**src/rtl/irq_controller_pkg.sv**
```systemverilog
// Shared definitions for the interrupt controller: state encoding, source
// indices, mcause values and vector-table offsets.
package irq_controller_pkg;

    typedef enum logic [1:0] {
        IDLE    = 2'd0,
        REQ     = 2'd1,
        SERVICE = 2'd2
    } state_t;

    // Source index order doubles as priority order: lower index wins.
    localparam int unsigned      IDX_W        = 5;
    localparam logic [IDX_W-1:0] IDX_NMI      = 5'd0;
    localparam logic [IDX_W-1:0] IDX_TIMER    = 5'd1;
    localparam logic [IDX_W-1:0] IDX_EXT_BASE = 5'd2;

    localparam logic [31:0] CAUSE_NMI      = 32'h8000_0000;
    localparam logic [31:0] CAUSE_TIMER    = 32'h8000_0007;
    localparam logic [31:0] CAUSE_EXT_BASE = 32'h8000_0010;

    localparam logic [31:0] VIDX_TIMER    = 32'd7;
    localparam logic [31:0] VIDX_EXT_BASE = 32'd16;

    function automatic logic [31:0] ext_offset(input logic [IDX_W-1:0] idx);
        logic [IDX_W-1:0] k;
        k = idx - IDX_EXT_BASE;
        return {{(32-IDX_W){1'b0}}, k};
    endfunction

    function automatic logic [31:0] cause_of(input logic [IDX_W-1:0] idx);
        if (idx == IDX_NMI)
            return CAUSE_NMI;
        else if (idx == IDX_TIMER)
            return CAUSE_TIMER;
        else
            return CAUSE_EXT_BASE + ext_offset(idx);
    endfunction

    function automatic logic [31:0] vector_of(input logic [IDX_W-1:0] idx,
                                              input logic [31:0]      vec_base,
                                              input logic [31:0]      nmi_vec);
        if (idx == IDX_NMI)
            return nmi_vec;
        else if (idx == IDX_TIMER)
            return vec_base + (VIDX_TIMER << 2);
        else
            return vec_base + ((VIDX_EXT_BASE + ext_offset(idx)) << 2);
    endfunction

endpackage

```
**src/rtl/irq_prio_enc.sv**
```systemverilog
// Combinational fixed-priority encoder over the eligible source vector
// {ext, timer, nmi}; bit 0 has the highest priority.
module irq_prio_enc
    import irq_controller_pkg::*;
#(
    parameter int unsigned NUM_SRC = 6
) (
    input  logic [NUM_SRC-1:0] elig,
    output logic               valid,
    output logic [IDX_W-1:0]   idx
);

    always_comb begin
        valid = 1'b0;
        idx   = '0;
        for (int unsigned i = 0; i < NUM_SRC; i++) begin
            if (elig[i] && !valid) begin
                valid = 1'b1;
                idx   = IDX_W'(i);
            end
        end
    end

endmodule

```
**src/rtl/irq_controller.sv**
```systemverilog
// Interrupt latch/arbiter with req/ack handshake to the core trap logic.
// Optional IRQ_STATS_EN adds an accepted-interrupt counter port.
module irq_controller
    import irq_controller_pkg::*;
#(
    parameter int unsigned NUM_EXT    = 4,
    parameter logic [31:0] VEC_BASE   = 32'h0000_0100,
    parameter logic [31:0] NMI_VEC    = 32'h0000_0080
) (
    input  logic               clk,
    input  logic               rst,
    input  logic               tmrF,
    input  logic               nmi,
    input  logic [NUM_EXT-1:0] ext_irq,
    input  logic [NUM_EXT-1:0] ext_mask,
    input  logic               ie,
    input  logic               irq_ack,
    input  logic               mret,
    output logic               irq_req,
    output logic [31:0]        irq_cause,
    output logic [31:0]        irq_vector,
    output logic               in_service
`ifdef IRQ_STATS_EN
    ,
    output logic [31:0]        irq_count
`endif
);

    localparam int unsigned NUM_SRC = NUM_EXT + 2;

    state_t             state, state_nxt;
    logic               timer_pend, nmi_pend, nmi_q;
    logic [IDX_W-1:0]   win, win_nxt;
    logic [NUM_SRC-1:0] elig;
    logic               enc_valid;
    logic [IDX_W-1:0]   enc_idx;
    logic               req_nxt, svc_nxt;
    logic [31:0]        cause_nxt, vector_nxt;
    logic               clr_timer, clr_nmi, win_live, accept;

    assign elig = {ext_irq & ext_mask & {NUM_EXT{ie}}, timer_pend & ie, nmi_pend};

    irq_prio_enc #(
        .NUM_SRC (NUM_SRC)
    ) u_prio (
        .elig  (elig),
        .valid (enc_valid),
        .idx   (enc_idx)
    );

    always_comb begin
        state_nxt  = state;
        req_nxt    = irq_req;
        svc_nxt    = in_service;
        cause_nxt  = irq_cause;
        vector_nxt = irq_vector;
        win_nxt    = win;
        clr_timer  = 1'b0;
        clr_nmi    = 1'b0;
        accept     = 1'b0;
        win_live   = 1'b0;
        for (int unsigned i = 0; i < NUM_SRC; i++) begin
            if (IDX_W'(i) == win)
                win_live = elig[i];
        end

        case (state)
            IDLE: begin
                if (enc_valid) begin
                    state_nxt  = REQ;
                    req_nxt    = 1'b1;
                    win_nxt    = enc_idx;
                    cause_nxt  = cause_of(enc_idx);
                    vector_nxt = vector_of(enc_idx, VEC_BASE, NMI_VEC);
                end
            end
            REQ: begin
                // An ack in the same cycle as a withdraw condition is honoured.
                if (irq_ack) begin
                    accept    = 1'b1;
                    clr_timer = (win == IDX_TIMER);
                    clr_nmi   = (win == IDX_NMI);
                    req_nxt   = 1'b0;
                    svc_nxt   = 1'b1;
                    state_nxt = SERVICE;
                end else if (win != IDX_NMI && !win_live) begin
                    req_nxt   = 1'b0;
                    state_nxt = IDLE;
                end
            end
            SERVICE: begin
                if (mret) begin
                    svc_nxt   = 1'b0;
                    state_nxt = IDLE;
                end
            end
            default: begin
                state_nxt = IDLE;
                req_nxt   = 1'b0;
                svc_nxt   = 1'b0;
            end
        endcase
    end

    always_ff @(posedge clk or posedge rst) begin
        if (rst) begin
            state      <= IDLE;
            timer_pend <= 1'b0;
            nmi_pend   <= 1'b0;
            nmi_q      <= 1'b0;
            win        <= '0;
            irq_req    <= 1'b0;
            irq_cause  <= '0;
            irq_vector <= '0;
            in_service <= 1'b0;
        end else begin
            state      <= state_nxt;
            win        <= win_nxt;
            irq_req    <= req_nxt;
            irq_cause  <= cause_nxt;
            irq_vector <= vector_nxt;
            in_service <= svc_nxt;
            // New events take precedence over a same-cycle clear.
            timer_pend <= tmrF | (timer_pend & ~clr_timer);
            nmi_pend   <= (nmi & ~nmi_q) | (nmi_pend & ~clr_nmi);
            nmi_q      <= nmi;
        end
    end

`ifdef IRQ_STATS_EN
    logic [31:0] nmi_count;

    always_ff @(posedge clk or posedge rst) begin
        if (rst) begin
            irq_count <= '0;
            nmi_count <= '0;
        end else if (accept) begin
            irq_count <= irq_count + 32'd1;
            if (win == IDX_NMI)
                nmi_count <= nmi_count + 32'd1;
        end
    end
`endif

endmodule

```
**config.mk**
```make
export PLATFORM = sky130hd
export DESIGN_NAME = irq_controller
export DESIGN_NICKNAME = d
export VERILOG_FILES = /design/src/rtl/irq_controller_pkg.sv /design/src/rtl/irq_prio_enc.sv /design/src/rtl/irq_controller.sv
export SDC_FILE = /design/constraint.sdc
export NUM_CORES = 1
export LEC_CHECK = 0
export BUFFER_PORTS_ARGS = -buffer_cell sky130_fd_sc_hd__buf_4
export CAP_MARGIN = 20
export CORE_MARGIN = 1
export CORE_UTILIZATION = 43
export CTS_CLUSTER_SIZE = 40
export DETAILED_ROUTE_END_ITERATION = 6
export PLACE_DENSITY_LB_ADDON = 0.05
export SLEW_MARGIN = 30
export SYNTH_ARGS = -nofsm -noshare
export SYNTH_HDL_FRONTEND = slang
export SYNTH_SLANG_ARGS = --single-unit
```
**constraint.sdc**
```tcl
create_clock -name clk -period 2.14 [get_ports clk]
set_input_delay 0 -clock clk [delete_from_list [all_inputs] [get_ports clk]]
set_output_delay 0 -clock clk [all_outputs]
set_load 0.05 [all_outputs]
```
After elaboration in Yosys (flattened, before gate mapping)
Cells that the tools add are included.
{"block": "classes", "magnitude_cmp": 0, "n_bitwise": 13, "multipliers": 0, "n_addsub": 4, "n_eq_ne": 13, "reduce_logical": 20, "n_div": 0, "mux": 37, "shifts": 0}
{"op": "32-bit two-way mux", "n": 2}
{"op": "32-bit by 5-bit adder with 32-bit output, first input constant", "n": 1}
{"op": "1-bit two-way mux", "n": 22}
{"op": "10-bit two-way mux", "n": 2}
{"op": "2-bit two-way mux", "n": 6}
{"op": "9-bit by 8-bit adder with 10-bit output, first input constant", "n": 1}
{"op": "2-bit by 5-bit equality test with 1-bit output, first input constant", "n": 2}
{"op": "3-bit by 5-bit equality test with 1-bit output, first input constant", "n": 2}
{"op": "5-bit by 1-bit equality test with 1-bit output, second input constant", "n": 2}
{"op": "5-bit zero test", "n": 2}
{"op": "3-bit AND reduction", "n": 3}
{"op": "4-bit AND", "n": 2}
{"op": "5-bit by 5-bit adder with 6-bit output, first input constant", "n": 1}
{"op": "1-bit logical AND", "n": 6}
{"op": "1-bit zero test", "n": 6}
{"op": "3-bit two-way mux", "n": 2}
{"op": "2-bit inequality test, second input constant", "n": 3}
{"op": "1-bit case mux with 3 select lines", "n": 2}
{"op": "2-bit case mux with 3 select lines", "n": 1}
{"op": "1-bit by 5-bit equality test with 1-bit output, first input constant", "n": 1}
{"op": "1-bit inverter", "n": 5}
{"op": "5-bit nonzero test", "n": 1}
{"op": "5-bit by 2-bit subtractor with 5-bit output, second input constant", "n": 1}
{"op": "1-bit AND", "n": 4}
{"op": "6 further kinds", "n": 7}
{"block": "totals", "out_inout_bits": 66, "ff_bits": 76, "ramBits": 0, "in_bits": 15, "elab_cells": 96, "n_memories": 0, "mem_bits_ro": 0, "latch_bits": 0}

Logic depth before layout (Yosys ltp)
{"block": "depth", "depth_word": 21, "mapped_depth": 5, "ltp_nobuf": 5}

Cells and area by module
Synthesis repeated with hierarchy kept, for this count alone.
{"block": "hier_totals", "hier_cells": 171, "area_unflattened_um2": 1445.1}
{"mod": "irq_controller", "n_inst": 1, "area_per_inst_um2": 1373.8, "cells_each": 158, "seq_area_each_um2": 525.5}
{"mod": "irq_prio_enc", "n_inst": 1, "area_per_inst_um2": 71.3, "cells_each": 13, "seq_area_each_um2": 0.0}

Worst setup path after synthesis
Ideal clock, no wire load.
{"block": "synth_timing", "kind": "register to register", "from": "reg nmi_pend", "to": "reg irq_cause[2]", "t_arrival_ns": 1.361, "stages_incl_launch_ff": 6, "required_ns": 2.019, "setup_ns": 0.121, "path_slack_ns": 0.658, "n_path_buf": 0, "cell_sequence": "dfrtp_1 -> nor3b_1 -> nand3_1 -> ha_1 -> nand2_1 -> a22o_2"}
{"block": "synth_via", "elab_chain_cells": 20, "word_cells_on_any_way": 28, "classes_between": "add/sub: 2; eq/ne: 1; mux: 13; reduce/logical: 12"}
{"element": "from (decl)", "line": "irq_controller.sv:32", "text": "logic timer_pend, nmi_pend, nmi_q;"}
{"element": "from (signal assigned)", "line": "irq_controller.sv:125", "text": "nmi_pend <= (nmi & ~nmi_q) | (nmi_pend & ~clr_nmi);"}
{"element": "1-bit two-way mux (*)", "line": "irq_prio_enc.sv:17", "text": "if (elig[i] && !valid) begin"}
{"element": "1-bit zero test", "line": "irq_prio_enc.sv:17"}
{"element": "1-bit logical AND", "line": "irq_prio_enc.sv:17"}
{"element": "1-bit two-way mux", "line": "irq_prio_enc.sv:17"}
{"element": "1-bit zero test", "line": "irq_prio_enc.sv:17"}
{"element": "1-bit logical AND", "line": "irq_prio_enc.sv:17"}
{"element": "1-bit two-way mux", "line": "irq_prio_enc.sv:17"}
{"element": "1-bit zero test", "line": "irq_prio_enc.sv:17"}
{"element": "[... 4 more ...]"}
{"element": "1-bit two-way mux", "line": "irq_prio_enc.sv:17"}
{"element": "1-bit zero test", "line": "irq_prio_enc.sv:17"}
{"element": "1-bit logical AND", "line": "irq_prio_enc.sv:17"}
{"element": "3-bit two-way mux", "line": "irq_prio_enc.sv:17"}
{"element": "5-bit by 2-bit subtractor with 5-bit output", "line": "irq_controller_pkg.sv:26", "text": "k = idx - IDX_EXT_BASE;"}
{"element": "32-bit by 5-bit adder with 32-bit output", "line": "irq_controller_pkg.sv:36", "text": "return CAUSE_EXT_BASE + ext_offset(idx);"}
{"element": "32-bit two-way mux", "line": "irq_controller_pkg.sv:33", "text": "else if (idx == IDX_TIMER)"}
{"element": "32-bit two-way mux", "line": "irq_controller_pkg.sv:31", "text": "if (idx == IDX_NMI)"}
{"element": "to (signal assigned)", "line": "irq_controller.sv:120", "text": "irq_cause <= cause_nxt;"}
{"element": "to (decl)", "line": "irq_controller.sv:20", "text": "output logic [31:0] irq_cause,"}
Every way passes the cells marked *; elsewhere a longest branch is shown, timed or not.
A chain may end at the register's enable or synchronous reset.

Worst setup path in the final report
Ends and elaborated chain as after synthesis.

==> impl_metrics.json <==
{
  "rsz0062_at_grt": "no",
  "path_cells": "nor3b_1 > nand3_1 > ha_1 > nand2_1 > a22o_2",
  "syn_avg_cell_area_um2": 8.74,
  "seqPwrFrac": 0.303,
  "worstPathRequired_ps": 2340,
  "cts.sinks": 17,
  "p_sw_uw": 968,
  "r2r_end": "irq_cause[2]",
  "io_buffers": 30,
  "rr_worst_depth": 5,
  "fin_crit_ps": 1640,
  "path_max_fanout": 6,
  "grt_most_used_layer": "met2",
  "drv_slew": 0,
  "use_met1": 0.194,
  "fillCellCount": 270,
  "area_delta_synth_final_pct": 6.67,
  "synth_edf_count": 0,
  "clkPwrFrac": 0.106,
  "postCtsSetupBuffers": 0,
  "comb_power_share": 0.592,
  "grt_pass1_wl_mm": 3.91,
  "drt_first_iter_violations": 44,
  "critPathKind": "reg -> reg",
  "drive_above_1_share": 0.213,
  "dieArea_um2": 3230,
  "nNetsFinal": 195,
  "cts_tree": "done",
  "globalplace.congestion": 0.766,
  "synthArstFlopShare": 1.00,
  "grtUsageMet2": 0.259,
  "p_leak_uw": 0.000719,
  "synth-seq-area-share": 0.329,
  "postCtsResizedCells": 0,
  "drt_first_pass_iters": 6,
  "cts_buffers": 3,
  "grt_pass1_vias": 846,
  "max_cap_viol_count": 0,
  "critPathArrivalTime_ps": 1840,
  "vias": 992,
  "ys_top_cells_by_count": "buf_4, dfrtp_1, nand2_1",
  "initial_core_util": 0.461,
  "drc_errors": 12,
  "fp.dieH_um": 56.9,
  "fp-row-count": 19,
  "irDropWorstVdd_v": 0.000399,
  "power.internal_uw": 758,
  "reg2reg_setup_slack_ps": 500,
  "clk_pin_slew_worst_paths_ps": 110,
  "fmax_ghz": 0.610,
  "switching_share": 0.561,
  "maxSlewHeadroom": 0.571,
  "status": "complete, but fails checks",
  "fp.dieW_um": 56.9,
  "tns_ps": 0,
  "finish.utilization": 0.492,
  "grt_overflow": 0,
  "powerDensity_nw_per_um2": 1250,
  "antenna_left": 0,
  "pre_cts_slack_ps": 524,
  "core_um2": 2810,
  "grt_max_degree": 18,
  "antenna_found_initial": 0,
  "cp_num_cells": 5,
  "cpLargestDelayFamily": "simple AND/OR/NAND/NOR gates",
  "ys_types": 34,
  "synthFlopType": "dfrtp_1",
  "synth.top_cell.area_share": 0.331,
  "routed_wl_mm": 2.45,
  "slowest_stage": "dfrtp_1",
  "cts-root-buf": "clkbuf_4",
  "avgViaCountPerCell": 4.75,
  "synth_top_area_cell": "buf_4",
  "ys.warnings.count": 0,
  "fin_hold_ws_ps": 88.7,
  "fin_skew_ps": 3.26,
  "crit_start": "nmi_pend",
  "setup_viol": 0,
  "met3_usage": 0.0300,
  "diodes": 0,
  "crit_buf_inv": 0,
  "hpwl_mm": 1.89,
  "synth_cells": 148,
  "setup_ws_ps": 501,
  "violations": "DRC",
  "track_usage": 0.161,
  "ctsHoldBuffers": 5,
  "wl_per_cell_um": 11.7,
  "crit_path_end_kind": "flip-flop",
  "hp-class": "in -> reg",
  "io_pins": 81,
  "cts_buffer_depth": 2,
  "yosysMostFrequentCell": "buf_4",
  "layout_worst_path_cycle_share": 0.766,
  "syn_area_um2": 1290,
  "cpPeakStageDelay_ps": 440,
  "insertion_delay_ps": 300,
  "synth-seq-cells": 17,
  "synthTopCellsByArea": "buf_4, dfrtp_1, nand2_1",
  "htreeDepth": 1,
  "tightest_slew_ps": 643,
  "worst_setup_path_start_kind": "flip-flop",
  "r2r_start": "nmi_pend",
  "hold_viol": 0,
  "endpoint": "irq_cause[2]"
}
[area by class of cell]
cell class / count / area [um2] / area share
well taps: 31 / 38.8 / 0.0281
multi-input cells: 118 / 598 / 0.433
repair buffers: 35 / 275 / 0.199
clock buffers: 3 / 22.5 / 0.0163
clock inverters: 1 / 5.00 / 0.00363
inverters: 4 / 15.0 / 0.0109
flip-flops and latches: 17 / 425 / 0.308
[registers in the layout (all words and copies together) (netlist names)]
name,cells
state,2
in_service,1
irq_cause,6
nmi_pend,1
timer_pend,1
nmi_q,1
win,2
irq_req,1
irq_vector,2
[worst min path at each step]
stage	startpoint	end	cells after the start
floorplan	rst	in_service	1
global placement	nmi	nmi_q	1
detailed placement	nmi	nmi_q	1
CTS	ie	irq_cause[0]	3
global route	ie	irq_cause[0]	3
finish	ie	irq_cause[0]	3
[power groups by stage]
stage	combinational (uW)	clock, uW	sequential, uW
after floorplan	768	0	668
final	1020	182	522
after global routing	1080	208	539
after CTS	1030	187	522
after global placement	1020	0	522
after detailed placement	1020	0	528
[cell usage in the layout (no fill, tap or decap), drive strengths merged, types with 3 or more instances in the layout]
master | Yosys | final
nand2b | 3 | 3
nand2 | 13 | 13
nand3 | 3 | 3
inv | 4 | 4
a32o | 3 | 3
buf | 58 | 30
nor2 | 7 | 7
a21oi | 4 | 4
dfrtp | 17 | 17
o21ai | 9 | 9
conb | 1 | 50
clkbuf | 0 | 3
a211oi | 3 | 3
dlygate4sd3 | 0 | 5
[through the flow]
stage,area [um2],power (uW),std cells
3_3_place_gp,1300,1540,200
3_5_place_dp,1300,1540,200
4_1_cts,1380,1740,209
6_report,1380,1730,209
5_1_grt,1380,1830,209
2_1_floorplan,1480,1440,197
[routing by layer]
metal  vias up  routed length [um]  part of all wire
li1        462                   -                 -
met1       444                 999              0.41
met2        76                1150              0.47
met3        10                 205             0.084
met4         0                  94             0.038
met5         -                   0                 0
[worst min-delay path, delay by kind of cell]
family / cells / cell delay [ps]
AO/OA/AOI/OAI: 2 / 240
buffers and inverters: 1 / 110
[kinds of logic (layout without fill, tap and decap cells)]
group	Yosys count	after routing	synth area share
compound gates	32	32	0.172
fa+ha+maj	1	1	0.00967
buf+inv	62	43	0.351
flops	17	17	0.329
other cells	1	50	0.00290
simple gates	35	35	0.135
(Power assumes the default switching activity.)
